===== config.mk =====
export PLATFORM = sky130hd
export DESIGN_NAME = imm_decode_pipe
export DESIGN_NICKNAME = d
export VERILOG_FILES = /design/src/rtl/imm_decode_pipe.sv
export SDC_FILE = /design/constraint.sdc
export NUM_CORES = 1
export LEC_CHECK = 0
export BUFFER_PORTS_ARGS = -buffer_cell sky130_fd_sc_hd__buf_2
export CAP_MARGIN = 20
export CORE_ASPECT_RATIO = 0.9
export CORE_MARGIN = 5
export CORE_UTILIZATION = 40
export DETAILED_ROUTE_END_ITERATION = 8
export PLACE_DENSITY_LB_ADDON = 0.15
export SLEW_MARGIN = 20
export SYNTH_ARGS = -nofsm -noshare
export SYNTH_HDL_FRONTEND = slang
export SYNTH_SLANG_ARGS = --single-unit

===== constraint.sdc =====
create_clock -name clk -period 4.15 [get_ports clk]
set_input_delay 0 -clock clk [delete_from_list [all_inputs] [get_ports clk]]
set_output_delay 0 -clock clk [all_outputs]
set_load 0.02 [all_outputs]

===== src/rtl/imm_decode_pipe.sv =====
// Pipelined RV32I/RV64I immediate decoder with valid/ready output stage and optional skid entry.
// Define IMM_DECODE_PIPE_CSR_EN to decode CSR immediate forms (csrr*i) as fmt 6.
module imm_decode_pipe #(
    parameter int XLEN = 32,
    parameter int SKID = 1
) (
    input  logic            clk,
    input  logic            rstn,
    input  logic            flush,
    input  logic            in_valid,
    output logic            in_ready,
    input  logic [31:0]     in_instr,
    input  logic [XLEN-1:0] in_pc,
    output logic            out_valid,
    input  logic            out_ready,
    output logic [31:0]     out_instr,
    output logic [XLEN-1:0] out_pc,
    output logic [XLEN-1:0] out_imm,
    output logic [2:0]      out_fmt,
    output logic            out_illegal,
    output logic [XLEN-1:0] out_target
);

    localparam logic [2:0] FMT_R = 3'd0;
    localparam logic [2:0] FMT_I = 3'd1;
    localparam logic [2:0] FMT_S = 3'd2;
    localparam logic [2:0] FMT_B = 3'd3;
    localparam logic [2:0] FMT_U = 3'd4;
    localparam logic [2:0] FMT_J = 3'd5;
`ifdef IMM_DECODE_PIPE_CSR_EN
    localparam logic [2:0] FMT_Z = 3'd6;
`endif

    localparam logic [6:0] OP_IMM    = 7'b0010011;
    localparam logic [6:0] OP_LOAD   = 7'b0000011;
    localparam logic [6:0] OP_JALR   = 7'b1100111;
    localparam logic [6:0] OP_IMM32  = 7'b0011011;
    localparam logic [6:0] OP_SYSTEM = 7'b1110011;
    localparam logic [6:0] OP_STORE  = 7'b0100011;
    localparam logic [6:0] OP_BRANCH = 7'b1100011;
    localparam logic [6:0] OP_LUI    = 7'b0110111;
    localparam logic [6:0] OP_AUIPC  = 7'b0010111;
    localparam logic [6:0] OP_JAL    = 7'b1101111;
    localparam logic [6:0] OP_REG    = 7'b0110011;
    localparam logic [6:0] OP_FENCE  = 7'b0001111;
    localparam logic [6:0] OP_REG32  = 7'b0111011;

    typedef struct packed {
        logic [31:0]     instr;
        logic [XLEN-1:0] pc;
        logic [XLEN-1:0] imm;
        logic [2:0]      fmt;
        logic            illegal;
        logic [XLEN-1:0] target;
    } entry_t;

    logic signed [31:0] imm_i;
    logic signed [31:0] imm_s;
    logic signed [31:0] imm_b;
    logic signed [31:0] imm_u;
    logic signed [31:0] imm_j;

    assign imm_i = {{20{in_instr[31]}}, in_instr[31:20]};
    assign imm_s = {{20{in_instr[31]}}, in_instr[31:25], in_instr[11:7]};
    assign imm_b = {{19{in_instr[31]}}, in_instr[31], in_instr[7], in_instr[30:25], in_instr[11:8], 1'b0};
    assign imm_u = {in_instr[31:12], 12'h000};
    assign imm_j = {{11{in_instr[31]}}, in_instr[31], in_instr[19:12], in_instr[20], in_instr[30:21], 1'b0};

    logic [2:0]         dec_fmt;
    logic               dec_illegal;
    logic signed [31:0] dec_imm32;
    logic [XLEN-1:0]    dec_imm;
    entry_t             in_entry;

    // Every immediate is first formed as a signed 32-bit value, then sign-extended to XLEN.
    always_comb begin
        dec_fmt     = FMT_R;
        dec_illegal = 1'b0;
        dec_imm32   = '0;
        if (in_instr[1:0] != 2'b11) begin
            dec_illegal = 1'b1;
        end else begin
            case (in_instr[6:0])
                OP_IMM, OP_LOAD, OP_JALR: begin
                    dec_fmt   = FMT_I;
                    dec_imm32 = imm_i;
                end
                OP_IMM32: begin
                    if (XLEN == 64) begin
                        dec_fmt   = FMT_I;
                        dec_imm32 = imm_i;
                    end else begin
                        dec_illegal = 1'b1;
                    end
                end
                OP_SYSTEM: begin
`ifdef IMM_DECODE_PIPE_CSR_EN
                    if (in_instr[14] && (in_instr[13:12] != 2'b00)) begin
                        dec_fmt   = FMT_Z;
                        dec_imm32 = {27'd0, in_instr[19:15]};
                    end else begin
                        dec_fmt   = FMT_I;
                        dec_imm32 = imm_i;
                    end
`else
                    dec_fmt   = FMT_I;
                    dec_imm32 = imm_i;
`endif
                end
                OP_STORE: begin
                    dec_fmt   = FMT_S;
                    dec_imm32 = imm_s;
                end
                OP_BRANCH: begin
                    dec_fmt   = FMT_B;
                    dec_imm32 = imm_b;
                end
                OP_LUI, OP_AUIPC: begin
                    dec_fmt   = FMT_U;
                    dec_imm32 = imm_u;
                end
                OP_JAL: begin
                    dec_fmt   = FMT_J;
                    dec_imm32 = imm_j;
                end
                OP_REG, OP_FENCE: begin
                    dec_fmt = FMT_R;
                end
                OP_REG32: begin
                    if (XLEN != 64) begin
                        dec_illegal = 1'b1;
                    end
                end
                default: begin
                    dec_illegal = 1'b1;
                end
            endcase
        end
        dec_imm = XLEN'(dec_imm32);
    end

    always_comb begin
        in_entry.instr   = in_instr;
        in_entry.pc      = in_pc;
        in_entry.imm     = dec_imm;
        in_entry.fmt     = dec_fmt;
        in_entry.illegal = dec_illegal;
        in_entry.target  = in_pc + dec_imm;
    end

    entry_t main_q, main_d;
    entry_t skid_q, skid_d;
    logic   main_valid_q, main_valid_d;
    logic   skid_valid_q, skid_valid_d;
    logic   ready_q, ready_d;
    logic   in_fire;
    logic   out_fire;

    // ready_q is low through reset, so in_ready stays low until the first edge with rstn high.
    assign in_ready = (SKID != 0) ? ready_q : (ready_q && (!main_valid_q || out_ready));
    assign in_fire  = in_valid && in_ready && !flush;
    assign out_fire = main_valid_q && out_ready;

    always_comb begin
        main_d       = main_q;
        main_valid_d = main_valid_q;
        skid_d       = skid_q;
        skid_valid_d = skid_valid_q;
        if (flush) begin
            main_valid_d = 1'b0;
            skid_valid_d = 1'b0;
        end else if (SKID != 0) begin
            if (!main_valid_q || out_fire) begin
                if (skid_valid_q) begin
                    main_d       = skid_q;
                    main_valid_d = 1'b1;
                    skid_valid_d = 1'b0;
                end else if (in_fire) begin
                    main_d       = in_entry;
                    main_valid_d = 1'b1;
                end else begin
                    main_valid_d = 1'b0;
                end
            end else if (in_fire) begin
                skid_d       = in_entry;
                skid_valid_d = 1'b1;
            end
        end else begin
            if (in_fire) begin
                main_d       = in_entry;
                main_valid_d = 1'b1;
            end else if (out_fire) begin
                main_valid_d = 1'b0;
            end
        end
        ready_d = (SKID != 0) ? !skid_valid_d : 1'b1;
    end

    always_ff @(posedge clk) begin
        if (!rstn) begin
            main_q       <= '0;
            skid_q       <= '0;
            main_valid_q <= 1'b0;
            skid_valid_q <= 1'b0;
            ready_q      <= 1'b0;
        end else begin
            main_q       <= main_d;
            skid_q       <= skid_d;
            main_valid_q <= main_valid_d;
            skid_valid_q <= skid_valid_d;
            ready_q      <= ready_d;
        end
    end

    assign out_valid   = main_valid_q;
    assign out_instr   = main_q.instr;
    assign out_pc      = main_q.pc;
    assign out_imm     = main_q.imm;
    assign out_fmt     = main_q.fmt;
    assign out_illegal = main_q.illegal;
    assign out_target  = main_q.target;

endmodule

Word level (Yosys, flattened, before mapping)
Cells that the tools add are included.
{ "totals": {"output_inout_bits": 134, "inputBits": 69, "reg_bits": 267, "wordCells": 58} }
{ "classes": {"n_eq_ne": 12, "n_addsub": 1, "bitwise_logic": 3, "muxes": 13, "n_reduce_logical": 14} }
{ "ops": {"columns": ["cell", "n"], "rows": [
  ["$mux 132", 2],
  ["$pmux 32 s5", 1],
  ["$add 32x32->32", 1],
  ["$mux 32", 1],
  ["$eq 7x7->1 const B", 4],
  ["$eq 7x6->1 const B", 3],
  ["$pmux 3 s5", 1],
  ["$eq 7x5->1 const B", 2],
  ["$reduce_or 11->1", 1],
  ["$eq 7x2->1 const B", 1],
  ["$eq 7x4->1 const B", 1],
  ["$mux 1", 7],
  ["$reduce_and 3->1", 2],
  ["$reduce_or 2->1", 2],
  ["$reduce_or 4->1", 1],
  ["$logic_and 1x1->1", 3],
  ["$logic_not 1->1", 3],
  ["$mux 3", 1],
  ["$not 1->1", 3],
  ["$ne 2x2->1 const B", 1],
  ["$reduce_bool 2->1", 1],
  ["$logic_or 1x1->1", 1]
]} }

Depth between registers and ports, before layout
Gate-level depths: netlist (run 1).
{ "depth": {"ltp_word": 7, "mapped_depth": 17, "mapped_depth_nobuf": 16} }

Least setup slack after synthesis (run 1)
OpenSTA, ideal clock, no wires.
{ "synth_timing": {"path_kind": "input to register", "startpoint": "input in_instr[3]", "endpoint": "register main_q (netlist bit out_target[31])", "arrival_time_ns": 3.080, "n_path_buf": 2, "required_time_ns": 4.017, "setup_ns": 0.133, "slack_ns": 0.937, "cell_stages": 16, "cell_sequence": "buf_2 -> or2_2 -> o221ai_1 -> and2_1 -> buf_4 -> a21oi_1 -> inv_1 -> ha_1 -> a21o_1 -> a21oi_1 -> o21bai_1 -> a221o_1 -> or3b_1 -> o221ai_2 -> xnor2_1 -> o221ai_1"} }
{ "synth_between": {"elab_chain_cells": 7, "elab_cells_between_ends": 16, "cone_classes": "1 x add/sub; 9 x eq/ne; 4 x mux; 2 x reduce/logical"} }
{ "synth_rtl": {"columns": ["element", "line_no", "source"], "rows": [
  ["from (decl)", "12", "input logic [31:0] in_instr,"],
  ["$eq 7x7->1 (tied with other cells)", "83", "case (in_instr[6:0])"],
  ["$reduce_or 4->1 (no line) / $reduce_or 2->1 (equally long branches)", null, null],
  ["$pmux 32 s5 (*)", "83", null],
  ["$mux 32 (*)", "80", "if (in_instr[1:0] != 2'b11) begin"],
  ["net dec_imm[22]", "72", "logic [XLEN-1:0] dec_imm;"],
  ["$add 32x32->32 (*)", "148", "in_entry.target = in_pc + dec_imm;"],
  ["$mux 132 (*)", "178", "end else if (in_fire) begin"],
  ["$mux 132 (*)", "174", "if (skid_valid_q) begin"],
  ["to (signal assigned)", "207", "main_q <= main_d;"],
  ["to (decl)", "151", "entry_t main_q, main_d;"]
]} }
Mark *: on every way through the listed nets, which the timed path passes. The rest lies on a longest branch. The select of a mux whose other input is x is not followed.
A chain may end at the register's enable or synchronous reset.

Final worst setup path (run 1)
{ "layout_timing": {"startpoint": "input in_instr[6]", "endpoint": "register main_q (netlist bit out_target[31])"} }
The elaborated chain is that of the path after synthesis.

==> results of run 1 <==
[layout by cell type (no fill, tap or decap), types with 3 or more instances in the layout]
cell type and count:
a211oi_1 100, a21o_1 11, a21oi_1 196, a22oi_1 8
a311oi_1 7, a31oi_1 5, and2_1 5, and3_1 7
buf_12 4, buf_2 202, buf_4 12, bufinv_16 4
clkbuf_1 9, clkbuf_16 31, clkbuf_8 3, clkinv_2 7
dfxtp_1 266, dlygate4sd3_1 70, ha_1 31, inv_1 40
mux2i_1 79, nand2_1 288, nand2b_1 5, nand3_1 28
nand4_1 3, nor2_1 175, nor3_1 9, o211ai_1 18
o21a_1 7, o21ai_0 79, o21bai_1 5, o31ai_1 4
or2_2 3, or3_1 7, xnor2_1 11, xor2_1 10
[worst min path at each step]
stage | from | endpoint | slack [ps]
final | in_pc[31] | skid_q[99]$_SDFFE_PN0P_ | 260
after floorplan | flush | out_valid$_SDFFE_PP0P_ | 80
after detailed placement | flush | skid_valid_q$_SDFF_PN0_ | 260
after CTS | in_instr[8] | skid_q[108]$_SDFFE_PN0P_ | 240
after global placement | flush | skid_valid_q$_SDFF_PN0_ | 260
after global routing | in_pc[31] | skid_q[99]$_SDFFE_PN0P_ | 240
[registers in the layout, indices dropped and copies added, names as in the netlist]
| name | cells |
|---|---|
| skid_q | 132 |
| out_imm | 32 |
| out_instr | 32 |
| out_pc | 32 |
| out_target | 32 |
| out_fmt | 3 |
| in_ready | 1 |
| out_illegal | 1 |
| out_valid | 1 |
| skid_valid_q | 1 |
[through the flow]
step                worst slack, ps  power, uW  cells
detailed placement              395       3300   2076
finish                          359       6070   2202
CTS                             436       6120   2202
floorplan                       937       3070   1563
global placement                420       3300   2076
global route                   22.7       6290   2202
[worst max-delay path: cells and delay by family]
kind / cells / cell delay [ps]
AOI/OAI and AO/OA: 7 / 1640
and+or+nand+nor: 4 / 1130
buffers and inverters: 3 / 810
adders and majority gates: 1 / 410
xor gates and xnor gates: 1 / 230
[kinds of logic after synthesis]
logic type / count (synthesis)
xor gates and xnor gates: 21
muxes: 79
adders and majority gates: 32
DFF: 267
AOI/OAI and AO/OA: 465
buffers and inverters: 156
and+or+nand+nor: 543
[power by group]
group	internal, uW	switching, uW
Combinational	235	410
Sequential	2620	31.8
Clock	1670	1100
Total	4530	1540
[per-layer routing]
layer	vias to the layer above	track usage [%]	part of all wire [%]
met1	5439	32.2	48
met5	-	0	0
met3	61	4.13	6.3
met2	319	32.7	43
met4	0	5.41	2.5
li1	5864	-	-
[final cells by class]
cell class | count | area (sq um)
clock buffers | 43 | 851
clock inverters | 13 | 171
fillers | 3048 | 15400
inverters | 42 | 163
multi-input cells | 1140 | 6460
flip-flops and latches | 267 | 5350
well taps | 409 | 512
repair buffers | 288 | 1880
==> results.md, run 1 <==
- The mean instance size in the synthesized netlist is 7.93 sq um.
- Cells with a size suffix above 1 make up between 10% and 20% of the layout.
- After clock tree synthesis, the flow added hold-fix buffers numbering 70.
- The total inserted antenna cells is 0.
- The count of warnings emitted by yosys is 0.
- The relative area change from synthesis to final layout is 24.1%.
- The worst slew margin relative to its limit is 34.9%.
- The total negative slack is 0 ps.
- The via count is 11700.
- The number of clock buffers inserted by TritonCTS is 31.
- The placed instances occupy a cell area of 0.0137 sq mm.
- The delay of the slowest cell on the worst path is about 530 ps.
- Counting flops with an async set or reset pin after synthesis yields a share of 0%.
- The synthesized-area fraction occupied by and/or/nand/nor cells is 17.8%.
- The total of buffers placed on input and output ports is 202.
- The largest net degree at the start of global routing is 174.
- The worst register-to-register path begins at skid_valid_q$_SDFF_PN0_.
- The endpoint identified for the worst register-to-register timing path is out_target[3]$_SDFFE_PN0P_.
- The worst setup path is of the in2reg kind.
- The cell seen most often among critical-path stages is a21oi_1.
- For this design the top-level I/O count stands at 203.
- The final period demand of the worst path is 3790 ps.
- The row count is 61.
- The cell sitting at the root of the clock tree is a clkbuf_16.
- Among all cell types in the netlist, the one instantiated most often is nand2_1.
- The die covers around 0.035 sq mm.
- The mapped netlist covers around 0.012 sq mm.
- The mux contribution to synthesized area is 6.38%.
- In this run the number of H-tree levels came out at 1.
- The proportion of synthesized chip area in sequential cells is 43.1%.
- The most critical setup path has its endpoint at out_target[31]$_SDFFE_PN0P_.
- The initial antenna violation count was 0.
- For the worst flop-to-flop path, the logic depth is 6.
- After synthesis, the largest family of logic cells by area is compound AO/OA/AOI/OAI gates.
- The actual transition at the worst max-transition pin is just under 1000 ps.
- In this run the worst hold path is classified as in2reg.
- Summed over all cells, the static leakage comes to 0.00621 uW.
- The number of global-route vias before repair is 10600.
- For this run, the share of the core covered by cells in the final layout is 50.0%.
- Derived from the worst setup path, the maximum achievable clock frequency is 0.264 GHz.
- The number of slew-limit violations in the final report is 0.
- The maximum number of buffers from clock root to sink is 3.
- Setup repair after global routing left no endpoint under its margin.
- The slowest stage cell on the critical path is dlygate4sd3_1.
- The area share of the largest cell type after synthesis is 43.1%.
- The number of optimization iterations in the first detailed-route pass is 6.
- The most critical setup path has its startpoint at in_instr[6].
- The clock latency of the later-clocked register in the worst-skew pair is 560 ps.
- The tightest hold path in the finished design has a slack of approximately 260 ps.
- After clock tree synthesis, the clock-pin slew on the worst setup and hold paths is 60 ps.
- Of all cell types, the one taking the most synthesized area is dfxtp_1.
- The detail-routed via count per cell is 5.31.
- The post-detailed-route wirelength per cell is 18.1 microns.
- The TritonCTS clock tree is yes.
- The number of violations reported at the end of detailed-routing iteration 0 is 889.
- In this run the post-CTS setup repair buffer count came out at 0.
- The area of the placeable core is 0.0308 sq mm.
- Data on the critical path is required at its endpoint by 4580 ps.
- Counting every sink on the clock net gives 267.
- The total routing resource utilization after global routing is 21.8%.
- The overall die width is about 200 microns.
- The number of nets in the synthesized netlist is around 1700.
- The run finished with clean final reports.
- The initial utilization of the core area, before any placement, comes to 40.3%.
- The worst path uses around nine tenths of the clock period.
- In the post-synthesis netlist, the biggest area contributors are dfxtp_1, nand2_1, a21oi_1, mux2i_1, a211oi_1.
- The setup-violating endpoint count in the final report is 0.
- The adder-cell share of the synthesized area is 3.29%.
- STA classifies the critical path startpoint as an input port.
- The power per standard cell area is 394 mW/mm^2.
- The y dimension of the die is ~180 microns.
- The worst setup path is captured at a flip-flop.
- With fillers left out, the area of the finished cells amounts to 0.0154 sq mm.
- The worst-case clock skew is around 20 ps.
- The first global-routing pass estimated 61200 microns of wire.
- In the routed design, unresolved DRC markers number 0.
- The final hold violation count came to 0.
- The number of antenna-violating nets in the routed design is 0.
- The flip-flop cell with the highest count after synthesis is dfxtp_1.
- The post-detailed-placement half-perimeter wirelength is 27000 microns.
- After the last flow step, the layout net total stands at 1871.
- The congestion estimate from routability-driven global placement came to 0.907.
- In this run, synthesis inferred 0 flip-flops with an integrated enable.
- The synthesized netlist devotes 1.48% of its cell area to XOR and XNOR gates.
- By count the netlist is led by nand2_1, dfxtp_1, a21oi_1.
- The number of violations of the max-capacitance limit is 0.
- The worst hold path passes through 4 cells.
- The number of cells upsized or downsized after cts is 0.
- The signal on the critical path passes through dlygate4sd3_1 > buf_2 > and3_1 > o21ai_0 > a21oi_1 > o21a_1 > a21oi_1 > inv_1 > ha_1 > nand3_2 > or2_0 > or3_4 > a211oi_4 > o221ai_2 > xnor2_1 > o221ai_1.
- Synthesis produced roughly 1600 cells.
- The final layout contains routed wiring with a total length of 39900 microns.
- Setup slack on the worst reg-to-reg path comes out at around 1600 ps.
- Along the worst path, the maximum fanout reaches 9.
- Counting distinct cell types in the post-synthesis netlist gives 63.
- The synthesized netlist devotes a little under a quarter of its cell area to compound gates.
- Counting flops and latches in the post-synthesis netlist gives 267.
- The arrival time of the worst setup path is 4230 ps.
- After global routing the overflow that remains totals 0.
- The worst-case IR drop observed on VDD is 0.310 mV.
No activity file was read; power rests on OpenSTA's default activity.
==> run 2, diff against run 1 <==
ABC_AREA = 1   (was unset)
CELL_PAD_IN_SITES_DETAIL_PLACEMENT = 0   (was unset)
CELL_PAD_IN_SITES_GLOBAL_PLACEMENT = 2   (was unset)
CORE_UTILIZATION = 31   (was 40)
==> results.md, run 2 <==
- The run finished with clean final reports.
- The number of slew-limit violations in the final report is 0 (unchanged).
- The y dimension of the die is 206 microns (+16%).
- Yosys attributes the largest share of cell area to dfxtp_1, nand2_1, o21ai_0, nor2_1, a21oi_1.
- The row count is 71 (+16%).
- The clock sink count is 267 (unchanged).
- The leakage power total was 0.00829 uW (+33%).
- The actual transition at the worst max-transition pin is 1030 ps (+52.0 ps).
- The critical path is of the in2reg type.
- Clock tree synthesis selected as its root buffer the cell clkbuf_16.
- The final hold violation count is 0 (unchanged).
- The power per standard cell area came to 374 mW/mm^2 (-5.3%).
- The post-synth net total was 2043 (+23%).
- The number of clock buffers inserted by TritonCTS is 31 (unchanged).
- The number of violations reported at the end of detailed-routing iteration 0 is 910 (+2.4%).
- nand2_1 is the most common cell in the netlist.
- The area of the placeable core is 0.0419 sq mm (+36%).
- The clock transition at the register clock pins on the worst setup and hold paths after CTS is 60 ps (about the same).
- The detail-routed via count per cell was 4.83 (-8.9%).
- The maximum number of buffers from clock root to sink came to 3 (unchanged).
- The post-route total power is 6090 uW (+0.36%).
- The fraction of final layout cells with drive strength greater than 1 is 14.5% (-1.2 points).
- The arrival time of the worst setup path came to 3830 ps (-400 ps).
- The number of H-tree levels is 1 (unchanged).
- The most common cell after layout, fill and taps aside is nand2_1.
- The number of nets at the end of the flow came to 2245 (+20%).
- The peak ir drop on the vdd network came to 0.232 mV (-25%).
- The post-CTS setup buffer count is 0 (unchanged).
- The number of optimization iterations in the first detailed-route pass is 5 (-1).
- In this run the worst hold path is classified as in2reg.
- The total routing resource utilization after global routing is 20.5% (-1.3 points).
- The combined area of the multi-input logic cells was 0.00660 sq mm (+2.1%).
- The total inserted antenna cells was 0 (unchanged).
- The number of cells upsized or downsized after cts is 0 (unchanged).
- The sequential cell area was 0.00535 sq mm (unchanged).
- The clock latency of the later-clocked register in the worst-skew pair was 590 ps (+30 ps).
- The commonest cells after synthesis are nand2_1, dfxtp_1, nor2_1.
- From synthesis to final layout, the design area changed by 23.8%.
- The number of synthesized flops with an enable pin is 0 (unchanged).
- The total negative slack is 0 ps (unchanged).
- The residual overflow from global routing is 0 (unchanged).
- The overall die width was 227 microns (+16%).
- The worst slew margin relative to its limit came to 31.5% (-3.5 points).
- The kind of end point of the critical path is a flip-flop.
- The number of violations of the max-capacitance limit came to 0 (unchanged).
- The effective utilization at floorplan is 31.4% (-8.9 points).
- The via count came to 13100 (+12%).
- TritonCTS built the clock tree.
- The largest net degree at the start of global routing came to 183 (+5.2%).
- The final period demand of the worst path is 3370 ps (-421 ps).
- Ranked by flip-flop count, first place goes to skid_q.
- The fmax is 0.297 GHz (+12%).
- The post-synthesis instance area was 0.0132 sq mm (+6.3%).
- The initial antenna violation count is 1 (+1).
- The number of flip-flops under the largest register name is 132 (unchanged).
- The number of antenna-violating nets in the routed design came to 0 (unchanged).
- The number of ports placed on the die boundary is 203 (unchanged).
- The weighted congestion at the end of routability-driven global placement is 0.866 (-4.5%).
- The post-detailed-routing wire length was 49400 microns (+24%).
- Among all flip-flop cells after synthesis, the most frequent one is dfxtp_1.
- The post-detailed-route wirelength per cell is 18.2 microns (+0.50%).
- The number of hold buffers added after cts is 72 (+2.9%).
- The die outline area was 0.0467 sq mm (+35%).
- The top fanout value on the critical path is 10 (+1).
- The post-detailed-placement half-perimeter wirelength is 33700 microns (+25%).
- The final cycle utilization of the critical path came to 81.2% (-10 points).
- The library cell with the largest summed area after synthesis is dfxtp_1.
- The residual DRC count is 0 (unchanged).
- The total of buffers placed on input and output ports came to 202 (unchanged).
- The worst-case clock skew is 11.8 ps (-8.08 ps).
- The area share of the largest cell type after synthesis is 40.6% (-2.5 points).
- The number of fillers in the final layout was 4523 (+48%).
- The worst endpoint required time is 4610 ps (+30 ps).
- The number of global-route vias before repair is 12400 (+17%).
- The setup-violating endpoint count in the final report came to 0 (unchanged).
- The count of state elements after synthesis is 267 (unchanged).
- The proportion of synthesized chip area in sequential cells was 40.6% (-2.5 points).
- The mean instance size in the synthesized netlist came to 6.79 sq um (-14%).
- Setup repair after global routing left no endpoint under its margin.
- The first-pass GRT wire length is 75800 microns (+24%).
- The startpoint type of the worst setup path is an input port.
- In the layout the commonest cells are nand2_1, dfxtp_1, nor2_1, o21ai_0, buf_2.
- The share of async-settable or async-resettable flops after synthesis is 0% (unchanged).
- The count of warnings emitted by yosys is 0 (unchanged).
- The gate count of the mapped netlist is 1942 (+24%).
- The number of library cell types mapped by synthesis is 45 (-29%).
run 2: final timing paths:
path / endpoint / cells past startpoint / slack (ps) / start
setup reg to reg: out_pc[9]$_SDFFE_PN0P_ / 7 / 1540 / skid_valid_q$_SDFF_PN0_
hold reg to reg: out_pc[13]$_SDFFE_PN0P_ / 2 / 470 / skid_q[81]$_SDFFE_PN0P_
setup / recovery: out_target[20]$_SDFFE_PN0P_ / 21 / 780 / in_instr[1]
hold / removal: out_instr[18]$_SDFFE_PN0P_ / 4 / 240 / in_instr[18]
run 2: per-stage QoR:
| step | instance area, sq um | utilization [%] | cells | hold WS [ps] | setup slack [ps] |
|---|---|---|---|---|---|
| finish | 16300 | 38.9 | 2715 | 237 | 780 |
| global route | 16300 | 38.9 | 2715 | 235 | 408 |
| CTS | 16300 | 38.9 | 2715 | 196 | 761 |
| detailed placement | 14500 | 34.6 | 2586 | 205 | 672 |
| global placement | 14500 | 34.6 | 2586 | 207 | 783 |
| floorplan | 13200 | - | 1942 | 78.5 | 1750 |
run 2: cell families after synthesis:
logic type / Yosys count / share of synthesized area (%)
xor+xnor: 16 / 1.06
fa+ha+maj: 32 / 3.09
simple gates: 773 / 23.5
flops: 267 / 40.6
compound gates: 535 / 22.3
buf+inv: 319 / 9.48
run 2: final cells by class:
cell class                 instances  share of cell area (%)
inverter                         201                    4.67
tap                              547                    4.20
timing repair buffer             287                    11.4
clock inverter                    13                   0.851
clock buffer                      44                    5.67
sequential                       267                    32.8
multi-input combinational       1356                    40.4
run 2: layer usage:
layer	track usage, %	wire length [microns]
met4	4.14	982
met3	2.65	2110
met1	30.5	24700
met2	31.8	21600
met5	0	11
run 2: worst max-delay path, cell delays in order:
cell	delay, ps
dlygate4sd3_1	530
buf_2	140
nand2_4	140
nor2_4	180
nand2_4	110
o32ai_1	610
ha_1	380
inv_1	80
fa_1	440
inv_1	120
nand3_1	80
nand2_1	140
nand2_1	70
nand2_1	160
nand2_1	70
nand2_1	140
nand2_1	90
nand3_1	100
nand3_1	90
nand2_1	100
a21oi_1	60
run 2: where the power goes:
part,switching (uW),internal (uW)
registers,25.5,2610
clock network,1190,1680
logic,393,204
==> run 3, diff against run 2 <==
CORE_UTILIZATION = 28   (was 31)
clock period = 2.9 ns   (was 4.15 ns; I/O delays follow)
==> results.md, run 3 (synthesis results as in run 2) <==
- The flow ran to the end, and the final reports show no timing, DRC or antenna violations.
- The startpoint type of the worst setup path is an input port.
- The fmax is 0.372 GHz.
- The setup-violating endpoint count in the final report is 0 (unchanged).
- The largest net degree at the start of global routing was 183 (unchanged).
- TritonCTS built the clock tree.
- The number of flip-flops under the largest register name came to 132 (unchanged).
- The number of clock buffers inserted by TritonCTS was 34 (+9.7%).
- The weighted congestion at the end of routability-driven global placement came to 0.857 (-1.0%).
- The overall die width is 239 microns (+5.0%).
- The final hold violation count is 0 (unchanged).
- The first-pass GRT wire length was 79300 microns (+4.6%).
- The clock latency of the later-clocked register in the worst-skew pair is 550 ps (-40 ps).
- By startpoint and endpoint, the worst setup path is classified as in2reg.
- The number of optimization iterations in the first detailed-route pass is 5 (unchanged).
- The total routing resource utilization after global routing is 19.6% (-0.89 points).
- The library cells used most frequently in the layout, excluding fill and tap cells, are nand2_1, dfxtp_1, nor2_1, o21ai_0, buf_2.
- The worst setup path is captured at a flip-flop.
- In this run the top signal layer used is met5.
- The arrival time of the worst setup path is 3110 ps (-720 ps).
- The post-route total power came to 9150 uW (+50%).
- The number of nets at the end of the flow came to 2359 (+5.1%).
- The residual DRC count is 0 (unchanged).
- The number of ports placed on the die boundary is 203 (unchanged).
- The maximum number of buffers from clock root to sink is 3 (unchanged).
- In this run the clock root is driven by a clkbuf_16.
- The post-detailed-routing wire length came to 52300 microns (+5.9%).
- The total of buffers placed on input and output ports came to 202 (unchanged).
- In the finished design, the share of the clock period the worst path needs comes to 92.6%.
- The post-detailed-route wirelength per cell is 18.0 microns (-0.84%).
- The worst setup slack after layout is 214 ps (-566 ps).
- The row count was 75 (+5.6%).
- The residual overflow from global routing is 0 (unchanged).
- The final period demand of the worst path is approximately 2700 ps.
- The effective utilization at floorplan is 28.3% (-3.2 points).
- The worst endpoint required time came to 3320 ps (-1290 ps).
- The number of antenna-violating nets in the routed design is 0 (unchanged).
- The die outline area is 0.0515 sq mm (+10%).
- The via count was 13700 (+4.2%).
- The post-detailed-placement half-perimeter wirelength was 35800 microns (+6.2%).
- Relative to the synthesized area, the layout overhead comes to 32.5%.
- Setup repair after global routing left no endpoint under its margin.
- The actual transition at the worst max-transition pin came to 920 ps (-109 ps).
- The met1 layer wirelength in the final routing is 25700 microns (+4.0%).
- The number of violations reported at the end of detailed-routing iteration 0 came to 1046 (+15%).
- The number of placed instances with taps included is 2762 (+6.8%).
- The fraction of final layout cells with drive strength greater than 1 is 18.9% (+4.4 points).
- The number of H-tree levels came to 2 (+1).
- The leakage power total is 0.00890 uW (+7.4%).
- The peak ir drop on the vdd network is 0.320 mV (+38%).
- The routed length on met3 was 2430 microns (+15%).
- The routed length on met2 is 23000 microns (+6.7%).
- The setup slack at placement was -231 ps (-903 ps).
- The path class of the tightest hold or removal check is in2reg.
- The final instance count without filler cells is 2901 (+6.9%).
- The area of the placeable core is 0.0466 sq mm (+11%).
- Ranked by flip-flop count, first place goes to skid_q.
- The initial antenna violation count was 3 (+2).
- Leaving out fill and tap cells, the most frequent cell in the layout is nand2_1.
- The clock sink count is 267 (unchanged).
- The internal reg-to-reg setup slack was 780 ps (-760 ps).
- The y dimension of the die is 216 microns (+5.0%).
- The total negative slack came to 0 ps (unchanged).
- The detail-routed via count per cell is 4.71 (-2.5%).
- The worst slew margin relative to its limit is 38.7% (+7.2 points).
- The clock transition at the register clock pins on the worst setup and hold paths after CTS is 60 ps (about the same).
- The number of violations of the max-capacitance limit came to 0 (unchanged).
- The worst hold path depth is 6 (+2).
- The top fanout value on the critical path is 11 (+1).
- The number of slew-limit violations in the final report is 0 (unchanged).
- The power per standard cell area is 524 mW/mm^2 (+40%).
- The length in cells of the worst reg-to-reg path came to 5 (-2).
- The number of global-route vias before repair is 12700 (+2.4%).
- The worst-case clock skew is 16.5 ps (+4.71 ps).
## run 3: per-layer routing
| layer | track usage (%) | vias up |
|---|---|---|
| met5 | 0 | - |
| met4 | 5.28 | 4 |
| met3 | 2.96 | 66 |
| met2 | 30.1 | 280 |
| met1 | 28.5 | 6335 |
| li1 | - | 6983 |
## run 3: worst paths after layout
check                              startpoint                          end
setup / recovery                  in_instr[2]      skid_q[27]$_SDFFE_PN0P_
hold / removal                    in_instr[0]      skid_q[34]$_SDFFE_PN0P_
setup reg to reg      skid_valid_q$_SDFF_PN0_    out_instr[5]$_SDFFE_PN0P_
hold reg to reg   out_target[28]$_SDFFE_PN0P_  out_target[28]$_SDFFE_PN0P_
## run 3: metrics by stage
stage	area, sq um	hold slack (ps)	utilization [%]
6_report	17500	85.0	37.4
5_1_grt	17500	90.6	37.4
4_1_cts	17400	53.4	37.3
3_5_place_dp	15500	203	33.2
3_3_place_gp	15500	200	33.2
2_1_floorplan	13200	78.5	-
## run 3: layout make-up
| type | count | area [sq um] |
|---|---|---|
| Clock inverter | 11 | 131 |
| Inverter | 201 | 764 |
| Clock buffer | 51 | 1030 |
| Fill cell | 4992 | 29200 |
| Antenna cell | 1 | 2.50 |
| Multi-Input combinational cell | 1356 | 6650 |
| Timing Repair Buffer | 398 | 2770 |
| Sequential cell | 267 | 5350 |
| Tap cell | 616 | 771 |
## run 3: report_power, final
part           switching [uW]  internal, uW  leakage [uW]
Sequential               39.0          3740       0.00216
Clock                    1760          2650      0.000575
Combinational             595           368       0.00617
Total                    2400          6750       0.00890
## run 3: what timing repair did
item / 4_1_cts / 5_1_grt
hold endpoints to repair: 138 / 0
setup endpoints to repair: 0 / 23
setup buffers: 0 / 0
gates resized for setup: 0 / 13
hold buffers: 76 / 0
## run 3: critical path, cell delays in order
cell and delay (ps):
buf_2 110, inv_1 50, dlygate4sd3_1 550, buf_4 140
nor2_1 100, nand3_1 120, buf_4 220, o211ai_2 310
ha_1 370, nand2_1 150, inv_1 50, nand2_1 60
nand2_1 60, o21bai_1 200, nor2_1 200, nand2_1 80
nand2_1 80, nand3_1 60, o211ai_1 120, inv_1 70
